$ cat src/rtl/mux2_rr_arbiter.sv
// Round-robin 2:1 packet mux controller with a registered valid/ready output stage.
// Define MUX_ARB_TIMEOUT_EN to force a grant release after MAX_BEATS beats.
module mux2_rr_arbiter #(
    parameter int unsigned WIDTH     = 8,
    parameter int unsigned MAX_BEATS = 16
) (
    input  logic             clk,
    input  logic             rst_n,
    input  logic             A_valid,
    input  logic [WIDTH-1:0] A_data,
    input  logic             A_last,
    output logic             A_ready,
    input  logic             B_valid,
    input  logic [WIDTH-1:0] B_data,
    input  logic             B_last,
    output logic             B_ready,
    output logic             out_valid,
    output logic [WIDTH-1:0] out_data,
    output logic             out_last,
    input  logic             out_ready,
    output logic             select,
    output logic             busy
);

    typedef enum logic [1:0] {StIdle = 2'd0, StGrantA = 2'd1, StGrantB = 2'd2} state_e;

    state_e           r_state;
    state_e           w_state_next;
    logic             r_last_winner;  // 0 = A, 1 = B
    logic             r_select;
    logic             r_out_valid;
    logic             r_out_last;
    logic [WIDTH-1:0] r_out_data;

    logic             w_out_free;
    logic             w_grant_b;
    logic             w_xfer;
    logic             w_x_last;
    logic [WIDTH-1:0] w_x_data;
    logic             w_timeout;
    logic             w_release;

    if (MAX_BEATS < 1 || MAX_BEATS > 256) begin : g_bad_max_beats
        $error("MAX_BEATS must lie in 1..256 to fit the 8-bit beat counter");
    end

    assign w_out_free = !r_out_valid || out_ready;
    assign w_grant_b  = (r_state == StGrantB);
    assign w_xfer     = w_grant_b ? (B_valid && B_ready) : (A_valid && A_ready);
    assign w_x_last   = w_grant_b ? B_last : A_last;
    assign w_x_data   = w_grant_b ? B_data : A_data;
    assign w_release  = w_xfer && (w_x_last || w_timeout);

`ifdef MUX_ARB_TIMEOUT_EN
    logic [7:0] r_beat_cnt;

    // Counts beats already taken under the current grant; zero on every grant entry.
    always_ff @(posedge clk) begin
        if (!rst_n) begin
            r_beat_cnt <= 8'd0;
        end else if (r_state == StIdle || w_release) begin
            r_beat_cnt <= 8'd0;
        end else if (w_xfer) begin
            r_beat_cnt <= r_beat_cnt + 8'd1;
        end
    end

    assign w_timeout = (r_beat_cnt == 8'(MAX_BEATS - 1));
`else
    assign w_timeout = 1'b0;
`endif

    // State register, plus select and round-robin history which follow the state.
    always_ff @(posedge clk) begin
        if (!rst_n) begin
            r_state       <= StIdle;
            r_select      <= 1'b0;
            r_last_winner <= 1'b1;
        end else begin
            r_state <= w_state_next;
            if (w_state_next == StGrantA) begin
                r_select <= 1'b0;
            end else if (w_state_next == StGrantB) begin
                r_select <= 1'b1;
            end
            if (w_release) begin
                r_last_winner <= w_grant_b;
            end
        end
    end

    always_comb begin
        w_state_next = r_state;
        unique case (r_state)
            StIdle: begin
                if (A_valid && (!B_valid || r_last_winner)) begin
                    w_state_next = StGrantA;
                end else if (B_valid) begin
                    w_state_next = StGrantB;
                end
            end
            StGrantA: begin
                if (w_release) begin
                    w_state_next = B_valid ? StGrantB : StIdle;
                end
            end
            StGrantB: begin
                if (w_release) begin
                    w_state_next = A_valid ? StGrantA : StIdle;
                end
            end
            default: w_state_next = StIdle;
        endcase
    end

    always_comb begin
        A_ready = (r_state == StGrantA) && w_out_free;
        B_ready = (r_state == StGrantB) && w_out_free;
        busy    = (r_state != StIdle);
    end

    always_ff @(posedge clk) begin
        if (!rst_n) begin
            r_out_valid <= 1'b0;
            r_out_data  <= '0;
            r_out_last  <= 1'b0;
        end else if (w_xfer) begin
            r_out_valid <= 1'b1;
            r_out_data  <= w_x_data;
            r_out_last  <= w_x_last;
        end else if (out_ready) begin
            r_out_valid <= 1'b0;
        end
    end

    assign out_valid = r_out_valid;
    assign out_data  = r_out_data;
    assign out_last  = r_out_last;
    assign select    = r_select;

endmodule
$ cat config.mk
export PLATFORM = sky130hd
export DESIGN_NAME = mux2_rr_arbiter
export DESIGN_NICKNAME = d
export VERILOG_FILES = /design/src/rtl/mux2_rr_arbiter.sv
export SDC_FILE = /design/constraint.sdc
export NUM_CORES = 1
export LEC_CHECK = 0
export ABC_AREA = 1
export CORE_MARGIN = 2
export CORE_UTILIZATION = 40
export CTS_CLUSTER_DIAMETER = 60
export DETAILED_ROUTE_END_ITERATION = 16
export GPL_ROUTABILITY_DRIVEN = 1
export PLACE_DENSITY = 0.83
export SYNTH_ARGS = -nofsm -noshare
export SYNTH_HDL_FRONTEND = slang
export SYNTH_SLANG_ARGS = --single-unit
$ cat constraint.sdc
create_clock -name clk -period 3.3 [get_ports clk]
set_input_delay 0.66 -clock clk [delete_from_list [all_inputs] [get_ports clk]]
set_output_delay 0.66 -clock clk [all_outputs]
set_load 0.01 [all_outputs]
### Word level (Yosys, flattened, before mapping)

Cells that the tools add are included.

* flip-flop bits (word level): 14
* input bits: 23
* output and inout bits: 14
* logic and storage cells: 37

* eq/ne operators: 4
* multiplexer cells: 12
* bitwise gates (word level): 1
* reductions and logical operators: 14

Operators with widths (number)
* two-way mux 2 bit: 5
* two-way mux 8 bit: 1
* logical AND 1 bit: 6
* one-hot mux 2 bit (3 select lines): 1
* two-way mux 1 bit: 5
* == test 2 x 1 -> 1 bit, second input constant: 2
* == test 2 bit, second input constant: 2
* nonzero test 2 bit: 2
* zero test 1 bit: 2
* zero test 2 bit: 1
* logical OR 1 bit: 2
* OR reduction 2 bit: 1
* inverter 1 bit: 1

### Logic depth before layout (Yosys ltp)

Gate-level depths: netlist of run 1.

* depth in word-level cells: 10
* depth in mapped cells: 11

### Least setup slack after synthesis of run 1

Ideal clock, no wire load.

* path kind: in2out
* start point: input out_ready
* end point: output A_ready
* arrival time: 1076 ps
* required time: 2640 ps
* slack: 1564 ps
* cell stages on the path: 4
* buffers on the path: 0
* path through: inv_1 nand2_1 inv_1 nor3_1

* longest elaborated chain between the ends: 2

RTL lines
* from (decl): line 20 `input logic out_ready,`
* logical OR 1 bit: line 47 `assign w_out_free = !r_out_valid || out_ready;`
* logical AND 1 bit: line 117 `A_ready = (r_state == StGrantA) && w_out_free;`
* to (decl): line 12 `output logic A_ready,`

Every way passes these cells.

### Worst setup path after layout of run 1

Ends and elaborated chain as after synthesis.

==> results.ini, run 1 <==
[clocking]
cts_buffers=3
clock_latency_ns=0.27
clk_pin_slew_worst_paths_ns=0.08
clock-sinks=14
root_buffer=clkbuf_4
cts-resized-gates=0
tritoncts=built
post-cts-setup-buffers=0
clk_path_buf_depth=2
holdBufCountCts=0
cts_max_level=1

[yosys]
synth_compound_area_frac=0.165
synth-edff-count=0
synthTopCellsByCount=nand2_1, dfxtp_1, inv_1
ys_seq_area_frac=0.421
yosysTopAreaCellShare=0.421
ys_types=16
synth_simple_gate_area_frac=0.305
synthesis.area_um2=666
synth_warnings=0
yosysMostFrequentCell=nand2_1
yosysTopAreaCell=dfxtp_1
synth_nets=121
synth_xor_area_frac=0
synth_top_family_by_area=simple AND/OR/NAND/NOR gates
avgSynthCellArea_um2=6.79
synth_adder_area_share=0
synth_ff_type=dfxtp_1
synthMuxAreaShare=0
yosys-top-cells-area=dfxtp_1, nand2_1, a31oi_1
netlist_instances=98
synth_seq_cells=14
synthArstFlopShare=0

[place]
gp_congestion=0.880
port_buffers=36
dp.cells=146
dp_hpwl_mm=1.16
dp_worst_setup_slack_ns=0.635

[detailed_routing]
first_pass_iters=4
drc=0
drt-total-wl_mm=1.51
ant_nets=0
drt_iter0_drc=6
viasPerCell=4.92
post_drt_wl_per_cell_um=10.2
vias=733

[timing]
max-slew-margin-rel=0.747
setup_ws_ns=0.649
fin_crit_ns=2.65
worst_pin_slew_ns=0.379
final_max_slew_viol_count=0
tns_ns=0
clock_skew_ns=0.00127
fmaxAchievable_mhz=377
finalCritPeriodShare=0.803
setup_viol=0
rsz0062_at_grt=no
finalHoldViolations=0

[pwr]
ir_drop_mv=0.230
power_uw=426
p_leak_nw=0.468
p_per_area_mw_per_mm2=409

[critical_path]
r2r_cells=10
start_kind=input pin
r2r-start=r_state[1]
reg2reg_slack_ns=1.59
r2r-end=select
cp_max_fo=3
worstSetupPathType=in2out
cp-end-kind=output port
critPathArrivalTime_ns=1.99
crit_required_ns=2.64

[outcome]
outcome=completed

[global_route]
grt.busiest_layer=met2
grt_pass1_wl_mm=2.51
grt_use_met2=0.287
overflow=0
gr-usage-met1=0.197
grt_max_degree=22
first_global_vias=652
use_met3=0.0680
antenna_found_initial=0
groute.usage.overall=0.170

[die]
core_mm2=0.00154
die_w_um=44.8
dieArea_mm2=0.00201
io_pins=37
initial_core_util=0.432
rows=14
floorplan.die.height_um=44.8

[finish]
final_util=0.675
nNetsFinal=158
drive_gt1_frac=0.0451
final_cells=149
antennaDiodeCount=0
area_growth_pct=56.4
n_fill_cell=143

[min_path]
min-delay-start=r_last_winner
holdPathStages=2
hp-class=reg2reg
whs_endpoint=r_last_winner

[job]
max-cap-violations=0

final cells by class:
class,count,area [um^2],area share
Timing Repair Buffer,36,360,0.346
Sequential cell,14,280,0.269
Multi-Input combinational cell,68,313,0.300
Inverter,12,45.0,0.0433
Clock buffer,3,22.5,0.0216
Tap cell,16,20.0,0.0192
cell usage in the layout (no fill, tap or decap):
cell / count
a21oi_1: 2
inv_1: 11
nor2_4: 1
nor3_1: 1
inv_2: 1
clkdlybuf4s50_1: 36
nand3_1: 9
nand2_1: 31
o21ai_0: 10
a31oi_1: 8
nand2_2: 1
clkbuf_4: 3
dfxtp_1: 14
nor2_1: 5
power breakdown:
group | switching, mW | leakage (nW) | total [mW] | internal [mW]
registers | 0.0101 | 0.115 | 0.197 | 0.187
logic | 0.0615 | 0.339 | 0.135 | 0.0740
clock network | 0.0515 | 0.0138 | 0.0937 | 0.0421
total | 0.123 | 0.468 | 0.426 | 0.303
critical path: stages:
cell and delay [ns]:
clkdlybuf4s50_1 0.45, inv_1 0.03, nand2_1 0.09, inv_1 0.07, nor3_1 0.13, clkdlybuf4s50_1 0.56
cell families after synthesis:
group                  Yosys count
and+or+nand+nor                 48
AOI/OAI and AO/OA               20
buffers and inverters           16
DFF                             14
metal layers:
metal / vias up / wire length, um
met5: - / 0
met4: 0 / 0
met3: 0 / 153
met2: 30 / 703
met1: 312 / 657
li1: 391 / -
state kept, by name (all words and copies together), names as in the netlist:
name / count
out_data: 8
out_last: 1
r_state: 2
select: 1
r_last_winner: 1
out_valid: 1
per-stage QoR:
step / hold WS, ns / area [um^2]
5_1_grt: 0.509 / 1040
2_1_floorplan: 0.429 / 666
4_1_cts: 0.472 / 1040
3_5_place_dp: 0.453 / 1020
6_report: 0.468 / 1040
3_3_place_gp: 0.445 / 1020
worst max-delay path by stage:
stage	from	endpoint	slack, ns	depth (start not counted)
6_report	out_ready	A_ready	0.65	6
4_1_cts	out_ready	A_ready	0.64	6
3_3_place_gp	out_ready	A_ready	0.66	6
2_1_floorplan	out_ready	A_ready	1.56	4
3_5_place_dp	out_ready	A_ready	0.63	6
5_1_grt	out_ready	A_ready	0.51	6
Power figures use the tool's default switching activity.
==> run 2: changes to the inputs <==
- CORE_UTILIZATION: 40 -> 37
- PLACE_DENSITY: 0.83 -> 0.77
- clock period: 3.3 -> 2.6 ns (I/O delays scaled with it)
==> run 2 against run 1 <==
Hold slack worse by 0.0031 ns; clock skew is 0.0023 ns higher; first-iteration DRC count grew to 2.5 times the previous value; routed wire length is 11% higher; clock power is 69% higher; clock-buffer cell count is 1 higher; sequential share of layout area is 0.63 points lower; combinational power is 30% higher; final area is 2.4% higher; register-to-register slack worse by 0.71 ns; critical endpoint unchanged.
==> results.ini, run 2 (synthesized netlist as in run 1, its figures left out) <==
[die]
dieArea_mm2=0.00215  ; was 0.00201 mm^2
die_w_um=46.4  ; was 44.8 um
io_pins=37  ; unchanged
floorplan.die.height_um=46.4  ; was 44.8 um
initial_core_util=0.390  ; was 0.432
rows=15  ; was 14
core_mm2=0.00171  ; was 0.00154 mm^2

[timing]
setup_ws_ns=0.223  ; was 0.649 ns
worst_pin_slew_ns=0.425  ; was 0.379 ns
max-slew-margin-rel=0.716  ; was 0.747
finalHoldViolations=0  ; unchanged
tns_ns=0  ; unchanged
finalCritPeriodShare=0.914
setup_viol=0  ; unchanged
fmaxAchievable_mhz=421
rsz0062_at_grt=no  ; unchanged
fin_crit_ns=2.38
clock_skew_ns=0.00355  ; was 0.00127 ns
whs_ns=0.465  ; was 0.468 ns
final_max_slew_viol_count=0  ; unchanged

[clocking]
cts_buffers=3  ; unchanged
post-cts-setup-buffers=0  ; unchanged
clk_path_buf_depth=2  ; unchanged
clk_pin_slew_worst_paths_ns=0.09  ; was 0.08 ns
cts_max_level=1  ; unchanged
cts-resized-gates=0  ; unchanged
holdBufCountCts=0  ; unchanged
tritoncts=built  ; unchanged
clock_latency_ns=0.28  ; was 0.27 ns
root_buffer=clkbuf_4  ; unchanged
clock-sinks=14  ; unchanged

[place]
gp_congestion=0.856  ; was 0.880
dp_hpwl_mm=1.26  ; was 1.16 mm
dp_worst_setup_slack_ns=0.210  ; was 0.635 ns
port_buffers=36  ; unchanged

[global_route]
groute.usage.overall=0.186  ; was 0.170
grt_max_degree=22  ; unchanged
overflow=0  ; unchanged
antenna_found_initial=0  ; unchanged
grt_pass1_wl_mm=2.78  ; was 2.51 mm
first_global_vias=702  ; was 652

[detailed_routing]
vias=730  ; was 733
first_pass_iters=4  ; unchanged
post_drt_wl_per_cell_um=10.6  ; was 10.2 um
viasPerCell=4.59  ; was 4.92
drc=0  ; unchanged
ant_nets=0  ; unchanged
drt_iter0_drc=15  ; was 6
drt-total-wl_mm=1.68  ; was 1.51 mm

[min_path]
whs_endpoint=r_last_winner  ; unchanged
min-delay-start=r_last_winner  ; unchanged
hp-class=reg2reg  ; unchanged
holdPathStages=2  ; unchanged

[finish]
area_growth_pct=60.2  ; was 56.4%
n_fill_cell=166  ; was 143
final_util=0.624  ; was 0.675
largest_reg_flops=8  ; unchanged
drive_gt1_frac=0.0522  ; was 0.0451
final_common_cell=clkdlybuf4s50_1  ; unchanged
regArea_um2=280  ; unchanged
antennaDiodeCount=0  ; unchanged
layout_common_cells=clkdlybuf4s50_1, nand2_1, dfxtp_1  ; unchanged
multi_input_area_um2=313  ; unchanged
nNetsFinal=158  ; unchanged

[pwr]
sequentialPowerShare=0.429  ; was 0.462
p_leak_nw=0.475  ; was 0.468 nW
power_uw=583  ; was 426 uW
sw_frac_of_total=0.286  ; was 0.289
power_frac_comb=0.299  ; was 0.318
intPower_uw=416  ; was 303 uW
p_per_area_mw_per_mm2=547  ; was 409 mW/mm^2
clockPowerShare=0.271  ; was 0.220
power_switching_uw=167  ; was 123 uW
ir_drop_mv=0.384  ; was 0.230 mV

[critical_path]
critPathArrivalTime_ns=1.86  ; was 1.99 ns
cp_max_fo=3  ; unchanged
r2r_cells=10  ; unchanged
worstSetupPathType=in2out  ; unchanged
reg2reg_slack_ns=0.88  ; was 1.59 ns
start_kind=input pin  ; unchanged
r2r-end=select  ; unchanged
cp-end-kind=output port  ; unchanged
crit_required_ns=2.08  ; was 2.64 ns
r2r-start=r_state[1]  ; unchanged

[outcome]
outcome=completed  ; unchanged

[job]
max-cap-violations=0  ; unchanged

-- run 2: cell types whose count changed in the layout (fill, tap and decap cells not counted) --
cell,previous run,this run
clkbuf_8,0,1
-- run 2: metrics by stage --
step	cell area (um^2)	cells
final	1070	159
after CTS	1070	159
after global placement	1030	155
after floorplan	666	98
after global routing	1070	159
after detailed placement	1030	155
-- run 2: layout make-up --
cell class | instances | share of cell area
clock buffers | 4 | 0.0340
inverters | 12 | 0.0423
multi-input cells | 68 | 0.293
flip-flops and latches | 14 | 0.263
well taps | 25 | 0.0293
repair buffers | 36 | 0.338
-- run 2: how the worst max path moves through the flow --
stage	start	end	slack, ns	depth (start not counted)
after floorplan	out_ready	A_ready	1.14	4
after global placement	out_ready	A_ready	0.26	6
after detailed placement	out_ready	A_ready	0.21	6
after CTS	out_ready	A_ready	0.21	6
after global routing	out_ready	A_ready	0.11	6
final	out_ready	A_ready	0.22	6
-- run 2: power groups by stage --
stage	registers [mW]	logic, mW	clock network (mW)
3_3_place_gp	0.255	0.173	0
2_1_floorplan	0.263	0.0774	0
5_1_grt	0.253	0.195	0.173
6_report	0.250	0.175	0.158
4_1_cts	0.250	0.176	0.164
3_5_place_dp	0.255	0.176	0
-- run 2: worst max-delay path, cell delays in order --
cell and delay, ns:
clkdlybuf4s50_1 0.45, inv_1 0.03, nand2_1 0.09, inv_1 0.07
nor3_1 0.13, clkdlybuf4s50_1 0.56
-- run 2: per-layer routing --
layer  share of wire  GRT usage  vias up
met1            0.44      0.221      317
met5               0          0        -
met4          0.0071     0.0914        0
met3           0.066     0.0627        2
li1                -          -      390
met2            0.49      0.294       21
